`src/rtl/kb_pkg.sv`:
```
// kb_pkg: shared constants, prefix-FSM states and the key-event type for kb_ctrl.
package kb_pkg;

  localparam logic [7:0] KB_PFX_EXT = 8'hE0;
  localparam logic [7:0] KB_PFX_BRK = 8'hF0;

  localparam logic [1:0] KB_ADDR_DATA   = 2'd0;
  localparam logic [1:0] KB_ADDR_STATUS = 2'd1;
  localparam logic [1:0] KB_ADDR_CTRL   = 2'd2;

  typedef enum logic [1:0] {
    KB_IDLE,
    KB_EXT,
    KB_BRK,
    KB_EXT_BRK
  } kb_state_e;

  typedef struct packed {
    logic       ext;
    logic       brk;
    logic [7:0] code;
  } kb_event_t;

  function automatic logic is_prefix(input logic [7:0] b);
    return (b == KB_PFX_EXT) || (b == KB_PFX_BRK);
  endfunction

endpackage

```
`src/rtl/kb_ctrl_if.sv`:
```
// kb_ctrl_if: CPU-side register bus of the keyboard controller, plus its interrupt line.
interface kb_ctrl_if;

  logic        sel_i;
  logic        we_i;
  logic [1:0]  addr_i;
  logic [31:0] dat_i;
  logic [31:0] dat_o;
  logic        ack_o;
  logic        irq_o;

  modport master (output sel_i, we_i, addr_i, dat_i, input dat_o, ack_o, irq_o);
  modport slave  (input sel_i, we_i, addr_i, dat_i, output dat_o, ack_o, irq_o);

endinterface

```
`src/rtl/kb_fifo.sv`:
```
// kb_fifo: synchronous key-event FIFO with push/pop/flush; pointers carry an extra wrap bit.
module kb_fifo
  import kb_pkg::*;
#(
  parameter int DEPTH = 8
) (
  input  logic                       clk_i,
  input  logic                       rst_n_i,
  input  logic                       push,
  input  kb_event_t                  wr_data,
  input  logic                       pop,
  input  logic                       flush,
  output kb_event_t                  rd_data,
  output logic                       full,
  output logic                       empty,
  output logic [$clog2(DEPTH):0]     count
);

  localparam int AW = $clog2(DEPTH);
  localparam logic [AW:0] PTR_ONE  = (AW + 1)'(1);
  localparam logic [AW:0] FULL_CNT = (AW + 1)'(DEPTH);

  kb_event_t   mem [DEPTH];
  logic [AW:0] wr_ptr, rd_ptr;
  logic        do_push, do_pop;

  // A pop frees the slot first, so a push into a full FIFO still lands when both occur together.
  assign count   = wr_ptr - rd_ptr;
  assign full    = (count == FULL_CNT);
  assign empty   = (count == '0);
  assign do_pop  = pop && !empty;
  assign do_push = push && (!full || do_pop);
  assign rd_data = mem[rd_ptr[AW-1:0]];

  always_ff @(posedge clk_i or negedge rst_n_i) begin
    if (!rst_n_i) begin
      wr_ptr <= '0;
      rd_ptr <= '0;
    end else if (flush) begin
      wr_ptr <= '0;
      rd_ptr <= '0;
    end else begin
      if (do_push) wr_ptr <= wr_ptr + PTR_ONE;
      if (do_pop)  rd_ptr <= rd_ptr + PTR_ONE;
    end
  end

  always_ff @(posedge clk_i) begin
    if (do_push && !flush) mem[wr_ptr[AW-1:0]] <= wr_data;
  end

endmodule

```
`src/rtl/kb_ctrl.sv`:
```
// kb_ctrl: folds E0/F0 prefixes into key events, queues them and serves DATA/STATUS/CTRL registers.
// Define KB_CTRL_IRQ_EN to drive irq_o from CTRL enable; otherwise irq_o is tied low.
module kb_ctrl
  import kb_pkg::*;
#(
  parameter int DEPTH = 8
) (
  input  logic       clk_i,
  input  logic       rst_n_i,
  input  logic       kb_ready_i,
  input  logic [7:0] kb_data_i,
  kb_ctrl_if.slave   bus
);

  localparam int AW = $clog2(DEPTH);

  kb_state_e   state_q, state_d;
  logic        push;
  kb_event_t   push_evt;
  logic        access, rd_acc, wr_acc;
  logic        pop, flush, ovf_clr, drop;
  logic        full, empty;
  logic [AW:0] count;
  kb_event_t   head;
  logic        overflow_q, irq_en_q;
  logic [31:0] rdata;
  logic        unused_dat;

  assign unused_dat = ^{bus.dat_i[31:4], bus.dat_i[1]};

  always_ff @(posedge clk_i or negedge rst_n_i) begin
    if (!rst_n_i)   state_q <= KB_IDLE;
    else if (flush) state_q <= KB_IDLE;
    else            state_q <= state_d;
  end

  // A prefix after F0 is malformed and abandons the partial event.
  always_comb begin
    state_d  = state_q;
    push     = 1'b0;
    push_evt = '0;
    if (kb_ready_i) begin
      unique case (state_q)
        KB_IDLE: begin
          if (kb_data_i == KB_PFX_EXT)      state_d = KB_EXT;
          else if (kb_data_i == KB_PFX_BRK) state_d = KB_BRK;
          else begin
            push     = 1'b1;
            push_evt = '{ext: 1'b0, brk: 1'b0, code: kb_data_i};
          end
        end
        KB_EXT: begin
          if (kb_data_i == KB_PFX_BRK)      state_d = KB_EXT_BRK;
          else if (kb_data_i == KB_PFX_EXT) state_d = KB_EXT;
          else begin
            state_d  = KB_IDLE;
            push     = 1'b1;
            push_evt = '{ext: 1'b1, brk: 1'b0, code: kb_data_i};
          end
        end
        KB_BRK: begin
          state_d  = KB_IDLE;
          push     = !is_prefix(kb_data_i);
          push_evt = '{ext: 1'b0, brk: 1'b1, code: kb_data_i};
        end
        KB_EXT_BRK: begin
          state_d  = KB_IDLE;
          push     = !is_prefix(kb_data_i);
          push_evt = '{ext: 1'b1, brk: 1'b1, code: kb_data_i};
        end
      endcase
    end
  end

  kb_fifo #(.DEPTH(DEPTH)) u_fifo (
    .clk_i   (clk_i),
    .rst_n_i (rst_n_i),
    .push    (push),
    .wr_data (push_evt),
    .pop     (pop),
    .flush   (flush),
    .rd_data (head),
    .full    (full),
    .empty   (empty),
    .count   (count)
  );

  // A held sel_i re-arms on the cycle after ack, so each ack marks exactly one access.
  assign access  = bus.sel_i && !bus.ack_o;
  assign rd_acc  = access && !bus.we_i;
  assign wr_acc  = access && bus.we_i;
  assign pop     = rd_acc && (bus.addr_i == KB_ADDR_DATA) && !empty;
  assign flush   = wr_acc && (bus.addr_i == KB_ADDR_STATUS) && bus.dat_i[3];
  assign ovf_clr = wr_acc && (bus.addr_i == KB_ADDR_STATUS) && bus.dat_i[2];
  assign drop    = push && full && !pop && !flush;

  always_comb begin
    rdata = '0;
    case (bus.addr_i)
      KB_ADDR_DATA: begin
        if (!empty) begin
          rdata[31]  = 1'b1;
          rdata[9:0] = head;
        end
      end
      KB_ADDR_STATUS: begin
        rdata[0]          = !empty;
        rdata[1]          = full;
        rdata[2]          = overflow_q;
        rdata[8 +: AW+1]  = count;
      end
      KB_ADDR_CTRL: rdata[0] = irq_en_q;
      default: rdata = '0;
    endcase
  end

  // A fresh drop outranks a same-cycle overflow clear so no lost event goes unreported.
  always_ff @(posedge clk_i or negedge rst_n_i) begin
    if (!rst_n_i) begin
      bus.ack_o  <= 1'b0;
      bus.dat_o  <= '0;
      overflow_q <= 1'b0;
      irq_en_q   <= 1'b0;
    end else begin
      bus.ack_o <= access;
      bus.dat_o <= rd_acc ? rdata : '0;
      if (drop)         overflow_q <= 1'b1;
      else if (ovf_clr) overflow_q <= 1'b0;
      if (wr_acc && (bus.addr_i == KB_ADDR_CTRL)) irq_en_q <= bus.dat_i[0];
    end
  end

`ifdef KB_CTRL_IRQ_EN
  logic irq_q;

  always_ff @(posedge clk_i or negedge rst_n_i) begin
    if (!rst_n_i) irq_q <= 1'b0;
    else          irq_q <= irq_en_q && (!empty || overflow_q);
  end

  assign bus.irq_o = irq_q;
`else
  assign bus.irq_o = 1'b0;
`endif

endmodule

```
`src/flat_wrapper.sv`:
```
// flat-port wrapper written by rule: the top's interface ports become plain ports
module kb_ctrl_flat import kb_pkg::*;
#(
  parameter int DEPTH = 8
)
  (clk_i, rst_n_i, kb_ready_i, kb_data_i, bus_sel_i, bus_we_i, bus_addr_i, bus_dat_i, bus_dat_o, bus_ack_o, bus_irq_o);
  kb_ctrl_if bus_i ();
  input  logic clk_i;
  input  logic rst_n_i;
  input  logic kb_ready_i;
  input  logic [7:0] kb_data_i;
  input wire logic [$bits(bus_i.sel_i)-1:0] bus_sel_i;
  input wire logic [$bits(bus_i.we_i)-1:0] bus_we_i;
  input wire logic [$bits(bus_i.addr_i)-1:0] bus_addr_i;
  input wire logic [$bits(bus_i.dat_i)-1:0] bus_dat_i;
  output wire logic [$bits(bus_i.dat_o)-1:0] bus_dat_o;
  output wire logic [$bits(bus_i.ack_o)-1:0] bus_ack_o;
  output wire logic [$bits(bus_i.irq_o)-1:0] bus_irq_o;
  assign bus_i.sel_i = bus_sel_i;
  assign bus_i.we_i = bus_we_i;
  assign bus_i.addr_i = bus_addr_i;
  assign bus_i.dat_i = bus_dat_i;
  assign bus_dat_o = bus_i.dat_o;
  assign bus_ack_o = bus_i.ack_o;
  assign bus_irq_o = bus_i.irq_o;
  kb_ctrl #(.DEPTH(DEPTH)) u_core (.clk_i(clk_i), .rst_n_i(rst_n_i), .kb_ready_i(kb_ready_i), .kb_data_i(kb_data_i), .bus(bus_i));
endmodule
```
`config.mk`:
```
export PLATFORM = sky130hd
export DESIGN_NAME = kb_ctrl_flat
export DESIGN_NICKNAME = d
export VERILOG_FILES = /design/src/rtl/kb_pkg.sv /design/src/rtl/kb_ctrl_if.sv /design/src/rtl/kb_fifo.sv /design/src/rtl/kb_ctrl.sv /design/src/flat_wrapper.sv
export SDC_FILE = /design/constraint.sdc
export NUM_CORES = 1
export LEC_CHECK = 0
export BUFFER_PORTS_ARGS = -buffer_cell sky130_fd_sc_hd__buf_2
export CORE_ASPECT_RATIO = 1.5
export CORE_MARGIN = 3
export CORE_UTILIZATION = 55
export CTS_CLUSTER_SIZE = 8
export DETAILED_ROUTE_END_ITERATION = 12
export PLACE_DENSITY = 0.76
export SETUP_SLACK_MARGIN = 0.05
export SLEW_MARGIN = 5
export SYNTH_ARGS = -nofsm -noshare
export SYNTH_HDL_FRONTEND = slang
export SYNTH_SLANG_ARGS = --single-unit
```
`constraint.sdc`:
```
create_clock -name clk_i -period 3.6 [get_ports clk_i]
set_input_delay 0.72 -clock clk_i [delete_from_list [all_inputs] [get_ports clk_i]]
set_output_delay 0.72 -clock clk_i [all_outputs]
set_load 0.005 [all_outputs]
```
==> results.cfg, run 1 <==
[critical_path]
critPathLaunchType = register
cp_slowest_stage_delay_ns = 0.48
worst_r2r_endpoint = u_core.u_fifo.mem[0][5]
reg2reg_setup_slack_ns = 0.56
timing.critical_path.to_type = register
critPathSlowestCell = dfrtp_1
worst-endpoint-required_ns = 3.64
crit_chain = inv_1 -> ha_1 -> fa_1 -> xor2_1 -> nand3_1 -> o41a_1 -> nand3_2 -> nor3_1 -> buf_4
r2r_start = u_core.u_fifo.wr_ptr[0]
worstRegToRegCells = 9
path_class = register to register
critPathArrivalTime_ns = 3.08
timing.critical_path.fanout_max = 10

[run]
max-cap-violations = 0

[routing]
drtIter0Drc = 206
post_drt_wl_per_cell_um = 19.3
detail_route.vias_per_cell = 5.69
drt_drc_violations_left = 0
via_total_after_detailed_routing = 2532
route.antenna.remaining_nets = 0
drt_wl_total_mm = 8.58
firstDrtPassIters = 4

[synthesis]
syn-instance-count = 294
yosysWarningCount = 0
synth_sequential_area_ratio = 0.673
ys_types = 45
synth_top_area_share = 0.530
synth_edf_count = 80
synth_area_leaders = edfxtp_1 (53%), dfrtp_1 (14%), mux4_2 (9.9%), buf_4 (3.5%), nand2_1 (1.8%)
ys_seq_elements = 106
synth_async_sr_flop_share = 0.245
syn_avg_cell_area_um2 = 15.4
synth.cells.most_frequent = edfxtp_1 (80), dfrtp_1 (26), nand2_1 (22)
post_synth_instance_area_mm2 = 0.00454
synth.largest_area_cell = edfxtp_1
post-synth-top-count-cell = edfxtp_1
yosys_most_used_dff = edfxtp_1

[sta]
hold_viol_final = 0
final.setup_skew_ns = 0.00575
worstMarginPinSlew_ns = 0.625
timing.setup.tns_ns = 0
post-route-min-period_ns = 3.04
fmax_mhz = 329
setup_viol = 0
max-slew-margin-rel = 0.583
fin_crit_sh = 0.845
rsz0062_at_grt = false
slew_viol_final = 0

[floorplan]
core.rowCount = 39
fp.dieW_um = 80.2
design.core.area_mm2 = 0.00781
die_h_um = 117
initial_core_util = 0.581
dieArea_mm2 = 0.00940
floorplan.io_pins = 81

[cts]
htreeDepth = 3
root_buffer = clkbuf_16
cts_sinks = 106
cts.hold.buffers_added = 0
clock_insertion_delay_worst_skew_ns = 0.34
numCtsBuffers = 9
postCtsResizedCells = 0
clk_pin_slew_ns = 0.07
tritoncts = yes
cts_setup_buffers = 0
clk_path_buf_depth = 2

[cells_and_area]
flow.area_growth_from_synthesis_pct = 12.9
diodes = 0
layout.nets = 391
layout-drive-gt1-share = 0.254
final_core_util = 0.656
stdcell_area_mm2 = 0.00512

[pwr]
standby_leakage_power_nw = 2.01
cellPowerDensity_mw_per_mm2 = 716
irDropWorstVdd_uv = 433

[global_routing]
grt_pass1_vias = 2558
first_pass_grt_wire_length_mm = 13.8
total_global_route_track_usage = 0.208
global_route.overflow_total = 0
grt_antenna_before_repair = 0
grt_start_max_net_pins = 27

[worst_hold_path]
hp-class = primary input to async pin

[place]
dp_hpwl_mm = 5.51
place.port_buffers = 31
gp_congestion = 0.791
post_dp_cell_area_mm2 = 0.00479

[run_status]
outcome = completed
## layer usage
metal | GRT usage | part of all wire | vias to the layer above
li1 | - | - | 1146
met2 | 0.344 | 0.51 | 96
met5 | 0 | 0 | -
met1 | 0.264 | 0.40 | 1278
met3 | 0.0436 | 0.061 | 12
met4 | 0.0992 | 0.025 | 0
## metrics by stage
| stage | total power [mW] | std cells | hold slack (ns) | worst slack, ns |
|---|---|---|---|---|
| floorplan | 2.38 | 313 | 0.424 | 0.554 |
| global placement | 2.61 | 429 | 0.497 | 0.642 |
| detailed placement | 2.65 | 429 | 0.502 | 0.599 |
| CTS | 3.71 | 445 | 0.400 | 0.561 |
| global route | 3.87 | 445 | 0.427 | 0.347 |
| finish | 3.66 | 445 | 0.393 | 0.557 |
## logic make-up after synthesis
| family | Yosys count | share of synthesized area |
|---|---|---|
| flip-flops | 106 | 0.673 |
| AO/OA/AOI/OAI | 30 | 0.0466 |
| multiplexers | 24 | 0.108 |
| XOR/XNOR | 4 | 0.00772 |
| adder cells (fa/ha/maj) | 6 | 0.0182 |
| AND/OR/NAND/NOR | 80 | 0.0913 |
| buffers and inverters | 43 | 0.0541 |
| other | 1 | 0.000827 |
## layout by cell type (no fill, tap or decap), drive strengths merged, types with 2 or more instances in the layout
cell type / instances
nand3b: 2
bufinv: 2
nor2: 20
nor4: 2
buf: 44
mux2i: 3
dfrtp: 26
and3: 4
nand3: 8
o22ai: 2
a21oi: 11
o31ai: 3
clkbuf: 10
nor3: 4
xnor2: 2
and2: 5
a32o: 2
nand2: 22
clkinv: 3
inv: 13
ha: 5
nor2b: 4
conb: 20
edfxtp: 80
nand4: 3
xor2: 2
mux4: 20
o21ai: 6
## registers in the layout (all words and copies together) (netlist names)
signal and count:
u_core.u_fifo.mem 80, u_core.bus.dat_o 13, u_core.u_fifo.rd_ptr 4, u_core.u_fifo.wr_ptr 4, u_core.state_q 2, u_core.bus.ack_o 1
u_core.irq_en_q 1, u_core.overflow_q 1
## layout make-up
type | instances | area [µm²]
multi-input cells | 164 | 1310
clock inverters | 6 | 90.1
repair buffers | 44 | 253
flip-flops and latches | 106 | 3050
clock buffers | 10 | 239
fillers | 568 | 2690
inverters | 13 | 48.8
well taps | 102 | 128
## critical path: cells and delay by family (launching register included)
family	cells	cell delay (ns)
compound gates	1	0.44
xor+xnor	1	0.16
fa+ha+maj	2	0.68
buf+inv	2	0.37
flops	1	0.48
simple gates	3	0.60
## worst max-delay path by stage
stage,cells after the start,from,end,slack (ns)
floorplan,9,u_core.u_fifo.wr_ptr[0],u_core.u_fifo.mem[0][0],0.55
detailed placement,9,u_core.u_fifo.wr_ptr[0],u_core.u_fifo.mem[2][2],0.60
global placement,9,u_core.u_fifo.wr_ptr[0],u_core.u_fifo.mem[2][1],0.64
finish,9,u_core.u_fifo.wr_ptr[0],u_core.u_fifo.mem[0][5],0.56
global route,9,u_core.u_fifo.wr_ptr[0],u_core.u_fifo.mem[2][8],0.35
CTS,9,u_core.u_fifo.wr_ptr[0],u_core.u_fifo.mem[7][6],0.56
## power breakdown
group	leakage (nW)	internal, mW	switching [mW]	total (mW)
Clock	0.159	0.629	0.417	1.05
Sequential	1.08	1.52	0.0959	1.62
Combinational	0.778	0.437	0.562	0.999
Note: power is estimated with default switching activity, not from simulation.
==> inputs of run 2 (changes only) <==
- ABC_AREA: default -> 1
- CORE_UTILIZATION: 55 -> 56
- clock period: 3.6 -> 2.8 ns (I/O delays scaled with it)
==> run 2 against run 1 <==
  * Register-to-register slack got worse by 0.27 ns
  * Synthesized cell count is 54% higher
  * Total power is 42% higher
  * Largest power group unchanged
  * Clock power up 14%
  * Global-route usage up 0.064 points
  * Critical path depth unchanged
  * Wire length rose by 16%
  * First-iteration DRC count is 19% higher
  * Final area increased by 6.6%
==> results.cfg, run 2 <==
[run_status]
outcome = completed

[floorplan]
fp.dieW_um = 82.9
design.core.area_mm2 = 0.00852
die_h_um = 121
initial_core_util = 0.584
core.rowCount = 41
floorplan.io_pins = 81
dieArea_mm2 = 0.0101

[synthesis]
syn-instance-count = 454
synth.largest_area_cell = edfxtp_1
synth_sequential_area_ratio = 0.614
synth_edf_count = 80
ys_seq_elements = 106
post-synth-top-count-cell = nand2_1
syn_avg_cell_area_um2 = 11.0
ys_types = 40
synth_async_sr_flop_share = 0.245
synth_area_leaders = edfxtp_1 (48%), dfrtp_1 (13%), nand2_1 (9.0%), nand3_1 (3.8%), buf_4 (3.5%)
post_synth_instance_area_mm2 = 0.00497
synth.cells.most_frequent = nand2_1 (119), edfxtp_1 (80), nand3_1 (38)
synth_top_area_share = 0.483
yosys_most_used_dff = edfxtp_1
yosysWarningCount = 0

[place]
dp_hpwl_mm = 6.54
gp_congestion = 0.811
place.port_buffers = 31

[cells_and_area]
final_cell_mix = nand2_1 (119), edfxtp_1 (80), nand3_1 (38), buf_2 (31), a21oi_1 (28)
layout.nets = 546
flow.area_growth_from_synthesis_pct = 9.79
diodes = 0
layout-drive-gt1-share = 0.199
largest_reg_flops = 80
layout_commonest_cell = nand2_1
fillerInstances = 635

[pwr]
cellPowerDensity_mw_per_mm2 = 951
switching_share_of_power = 0.371
p_clk_frac = 0.232
irDropWorstVdd_uv = 585
power_switching_mw = 1.93
power.sequential.fraction = 0.394
standby_leakage_power_nw = 2.41
internal_power_mw = 3.27
pwr-share-comb = 0.374

[sta]
hold_viol_final = 0
fin_crit_sh = 0.898
final.setup_skew_ns = 0.00807
slew_viol_final = 0
rsz0062_at_grt = false
hold_ws_ns = 0.231
worstMarginPinSlew_ns = 0.852
setup_viol = 0
fmax_mhz = 398
timing.setup.tns_ns = 0
post-route-min-period_ns = 2.51
max-slew-margin-rel = 0.427

[cts]
htreeDepth = 3
clock_insertion_delay_worst_skew_ns = 0.34
tritoncts = yes
clk_pin_slew_ns = 0.07
cts_setup_buffers = 0
cts_sinks = 106
postCtsResizedCells = 0
numCtsBuffers = 9
clk_path_buf_depth = 2
cts.hold.buffers_added = 0
root_buffer = clkbuf_16

[routing]
drt_drc_violations_left = 0
via_total_after_detailed_routing = 3322
post_drt_wl_per_cell_um = 16.5
route.antenna.remaining_nets = 0
drtIter0Drc = 245
detail_route.vias_per_cell = 5.49
firstDrtPassIters = 5
drt_wl_total_mm = 9.99

[critical_path]
cp_num_buf_inv = 2
timing.critical_path.fanout_max = 10
crit_family = adder cells
cp_slowest_stage_delay_ns = 0.51
r2r_start = u_core.u_fifo.wr_ptr[0]
critPathSlowestCell = fa_1
worst_r2r_endpoint = u_core.u_fifo.mem[1][0]
worst-endpoint-required_ns = 2.83
critPathArrivalTime_ns = 2.55
crit_chain = inv_1 -> ha_1 -> fa_1 -> nand2_1 -> nor2_8 -> nand3_4 -> nand2_2 -> nor3_2 -> buf_4
reg2reg_setup_slack_ns = 0.29
timing.critical_path.to_type = register
worstRegToRegCells = 9
critPathLaunchType = register
path_class = register to register

[global_routing]
global_route.overflow_total = 0
grt_pass1_vias = 3213
total_global_route_track_usage = 0.209
grt_start_max_net_pins = 45
first_pass_grt_wire_length_mm = 15.9
grt_antenna_before_repair = 0

[run]
max-cap-violations = 0

[worst_hold_path]
hp-class = primary input to async pin
==> run 2: cell types whose count changed after synthesis, sizes merged, moves of 10 or more <==
cell / delta
nand2: +106
nand3: +36
inv: +21
mux4: -20
a21oi: +18
a22oi: +10
buf: +10
==> run 2: metrics by stage <==
stage / worst slack (ns) / std cells / total power, mW / area, µm² / utilization
after floorplan: 0.293 / 473 / 3.62 / 5040 / -
after global placement: 0.347 / 589 / 3.93 / 5170 / 0.607
after detailed placement: 0.286 / 589 / 4.03 / 5170 / 0.607
after CTS: 0.273 / 605 / 5.23 / 5460 / 0.641
after global routing: 0.144 / 605 / 5.51 / 5460 / 0.641
final: 0.286 / 605 / 5.19 / 5460 / 0.641
==> run 2: logic make-up after synthesis <==
logic type | share of synthesized area
AND/OR/NAND/NOR | 0.209
flip-flops | 0.614
buffers and inverters | 0.0838
AO/OA/AOI/OAI | 0.0564
adder cells (fa/ha/maj) | 0.0166
multiplexers | 0.0123
XOR/XNOR | 0.00705
other | 0.000754
==> run 2: worst max path at each step <==
stage	from	endpoint	cells past startpoint
after floorplan	u_core.u_fifo.rd_ptr[2]	u_core.u_fifo.mem[0][0]	11
after global placement	u_core.u_fifo.wr_ptr[0]	u_core.u_fifo.mem[0][1]	9
after detailed placement	u_core.u_fifo.wr_ptr[0]	u_core.u_fifo.mem[1][1]	9
after CTS	u_core.u_fifo.wr_ptr[0]	u_core.u_fifo.mem[1][0]	9
after global routing	u_core.u_fifo.wr_ptr[0]	u_core.u_fifo.mem[4][0]	9
final	u_core.u_fifo.wr_ptr[0]	u_core.u_fifo.mem[1][0]	9
==> run 2: power by group through the flow <==
| stage | combinational (mW) | sequential [mW] | clock (mW) |
|---|---|---|---|
| after CTS | 1.96 | 2.05 | 1.22 |
| after global placement | 1.86 | 2.07 | 0 |
| after floorplan | 1.57 | 2.05 | 0 |
| after detailed placement | 1.95 | 2.08 | 0 |
| final | 1.94 | 2.05 | 1.20 |
| after global routing | 2.17 | 2.07 | 1.28 |
==> run 2: cell type report <==
cell class,count,area [µm²],area share
Clock buffer,12,267,0.0488
Clock inverter,4,25.0,0.00458
Inverter,35,139,0.0254
Multi-Input combinational cell,295,1570,0.288
Sequential cell,106,3050,0.559
Tap cell,107,134,0.0245
Timing Repair Buffer,46,268,0.0490
==> run 2: metal layers <==
layer	wire [µm]	GRT usage	vias to the layer above
met1	3790	0.239	1599
li1	-	-	1570
met4	270	0.101	0
met2	5240	0.369	132
met5	0	0	-
met3	691	0.0462	21
==> inputs of run 3 (changes only) <==
==> constraint.sdc (replaced) <==
create_clock -name clk_i -period 2.8 [get_ports clk_i]
set_input_delay 0.28 -clock clk_i [delete_from_list [all_inputs] [get_ports clk_i]]
set_output_delay 0.28 -clock clk_i [all_outputs]
set_load 0.005 [all_outputs]
==> run 3 against run 2 <==
  * Critical path depth up 2
  * Global-route usage grew 0.74 points
  * Non-clock buffer count fell by 1
  * Final cell count shrank 0.17%
  * Register-to-register slack got worse by 0.05 ns
  * Combinational power hardly changed
  * Via count decreased by 0.48%
  * Clock skew barely moved
  * First-iteration DRC count rose by 25%
  * Sequential power about the same
  * Critical path type unchanged
  * Critical endpoint is now u_core.u_fifo.mem[0][8]
  * Highest routed layer unchanged
==> results.cfg, run 3 (synthesized netlist as in run 2, its figures left out) <==
[run_status]
outcome = completed

[critical_path]
timing.critical_path.to_type = register
critPathLaunchType = register
path_class = register to register
reg2reg_setup_slack_ns = 0.24
critPathArrivalTime_ns = 2.59
worst_r2r_endpoint = u_core.u_fifo.mem[0][8]
critPathSlowestCell = fa_1
worst-endpoint-required_ns = 2.83
crit_chain = inv_1 -> ha_1 -> fa_1 -> inv_1 -> nand2_2 -> nand2_4 -> nor2_8 -> nand3_4 -> nand3_2 -> nor2_1 -> buf_4
cp_num_buf_inv = 3
worstRegToRegCells = 11
crit_family = adder cells
timing.critical_path.fanout_max = 10
r2r_start = u_core.u_fifo.wr_ptr[0]
cp_slowest_stage_delay_ns = 0.46
critPathMostFrequentCell = inv_1

[cells_and_area]
flow.area_growth_from_synthesis_pct = 10.1
diodes = 0
final_core_util = 0.643
fillerInstances = 667
layout_commonest_cell = nand2_1
final_cell_mix = nand2_1 (119), edfxtp_1 (80), nand3_1 (38), buf_2 (31), a21oi_1 (28)
layout.nets = 545
largest_reg_flops = 80
layout-drive-gt1-share = 0.195

[cts]
cts.hold.buffers_added = 1
clock_insertion_delay_worst_skew_ns = 0.34
root_buffer = clkbuf_16
postCtsResizedCells = 0
htreeDepth = 3
cts_sinks = 106
numCtsBuffers = 9
tritoncts = yes
clk_pin_slew_ns = 0.07
clk_path_buf_depth = 2
cts_setup_buffers = 0

[floorplan]
initial_core_util = 0.584
core.rowCount = 41
die_h_um = 121
floorplan.io_pins = 81
fp.dieW_um = 82.9
dieArea_mm2 = 0.0101
design.core.area_mm2 = 0.00852

[global_routing]
first_pass_grt_wire_length_mm = 16.6
grt_start_max_net_pins = 45
global_route.overflow_total = 0
grt_pass1_vias = 3344
total_global_route_track_usage = 0.216
grt_antenna_before_repair = 0

[routing]
via_total_after_detailed_routing = 3306
drt_wl_total_mm = 10.3
route.antenna.remaining_nets = 0
detail_route.vias_per_cell = 5.47
firstDrtPassIters = 5
drtIter0Drc = 307
post_drt_wl_per_cell_um = 17.0
drt_drc_violations_left = 0

[worst_hold_path]
whs_path_depth = 2
min_to = u_core.irq_en_q
holdCritStartpoint = bus_dat_i[0]
hp-class = primary input to register

[sta]
setup_viol = 0
rsz0062_at_grt = false
hold_viol_final = 0
fin_crit_sh = 0.914
hold_ws_ns = 0.192
timing.setup.tns_ns = 0
fmax_mhz = 391
worst_case_setup_margin_in_the_final_layout_ns = 0.240
final.setup_skew_ns = 0.00810
slew_viol_final = 0
post-route-min-period_ns = 2.56
max-slew-margin-rel = 0.314
worstMarginPinSlew_ns = 1.02

[place]
dp_hpwl_mm = 6.64
setup_slack_at_placement_ns = 0.298
place.port_buffers = 31
gp_congestion = 0.778

[pwr]
cellPowerDensity_mw_per_mm2 = 966
standby_leakage_power_nw = 2.42
total_power_mw = 5.29
irDropWorstVdd_uv = 454

[run]
max-cap-violations = 0
run 3: cell types whose count changed in the layout (fill, tap and decap cells not counted):
cell / previous run / this run
bufinv_16: 0 / 1
clkinv_2: 2 / 1
inv_6: 1 / 2
clkinv_4: 0 / 1
buf_4: 15 / 13
clkbuf_8: 3 / 2
dlygate4sd3_1: 0 / 1
clkinvlp_4: 2 / 1
run 3: cell type report:
class,count,area (µm²),share of cell area
clock buffer,11,253,0.0462
clock inverter,5,60.1,0.0110
inverter,35,139,0.0254
multi-input combinational,295,1570,0.287
sequential,106,3050,0.558
tap,107,134,0.0245
timing repair buffer,45,263,0.0480
run 3: power by group:
part | internal [mW] | total (mW) | leakage, nW | switching, mW
clock network | 0.745 | 1.29 | 0.152 | 0.543
registers | 1.95 | 2.07 | 1.09 | 0.121
logic | 0.644 | 1.93 | 1.18 | 1.29
total | 3.33 | 5.29 | 2.42 | 1.95
run 3: per-stage QoR:
step / cells / instance area [µm²]
CTS: 604 / 5480
global route: 604 / 5480
global placement: 587 / 5150
finish: 604 / 5480
detailed placement: 587 / 5150
floorplan: 473 / 5040
run 3: routing by layer:
metal / vias up / share of wire / GRT usage
li1: 1574 / - / -
met1: 1597 / 0.39 / 0.255
met2: 120 / 0.53 / 0.366
met4: 0 / 0.019 / 0.121
met3: 15 / 0.063 / 0.0469
met5: - / 0 / 0
run 3: worst max-delay path by stage:
stage	startpoint	to	slack (ns)	depth (start not counted)
3_3_place_gp	u_core.u_fifo.wr_ptr[0]	u_core.u_fifo.mem[0][1]	0.34	9
6_report	u_core.u_fifo.wr_ptr[0]	u_core.u_fifo.mem[0][8]	0.24	11
5_1_grt	u_core.u_fifo.wr_ptr[0]	u_core.u_fifo.mem[2][0]	0.1	9
3_5_place_dp	u_core.u_fifo.wr_ptr[0]	u_core.u_fifo.mem[5][1]	0.30	9
2_1_floorplan	u_core.u_fifo.rd_ptr[2]	u_core.u_fifo.mem[0][0]	0.29	11
4_1_cts	u_core.u_fifo.wr_ptr[0]	u_core.u_fifo.mem[0][0]	0.25	9
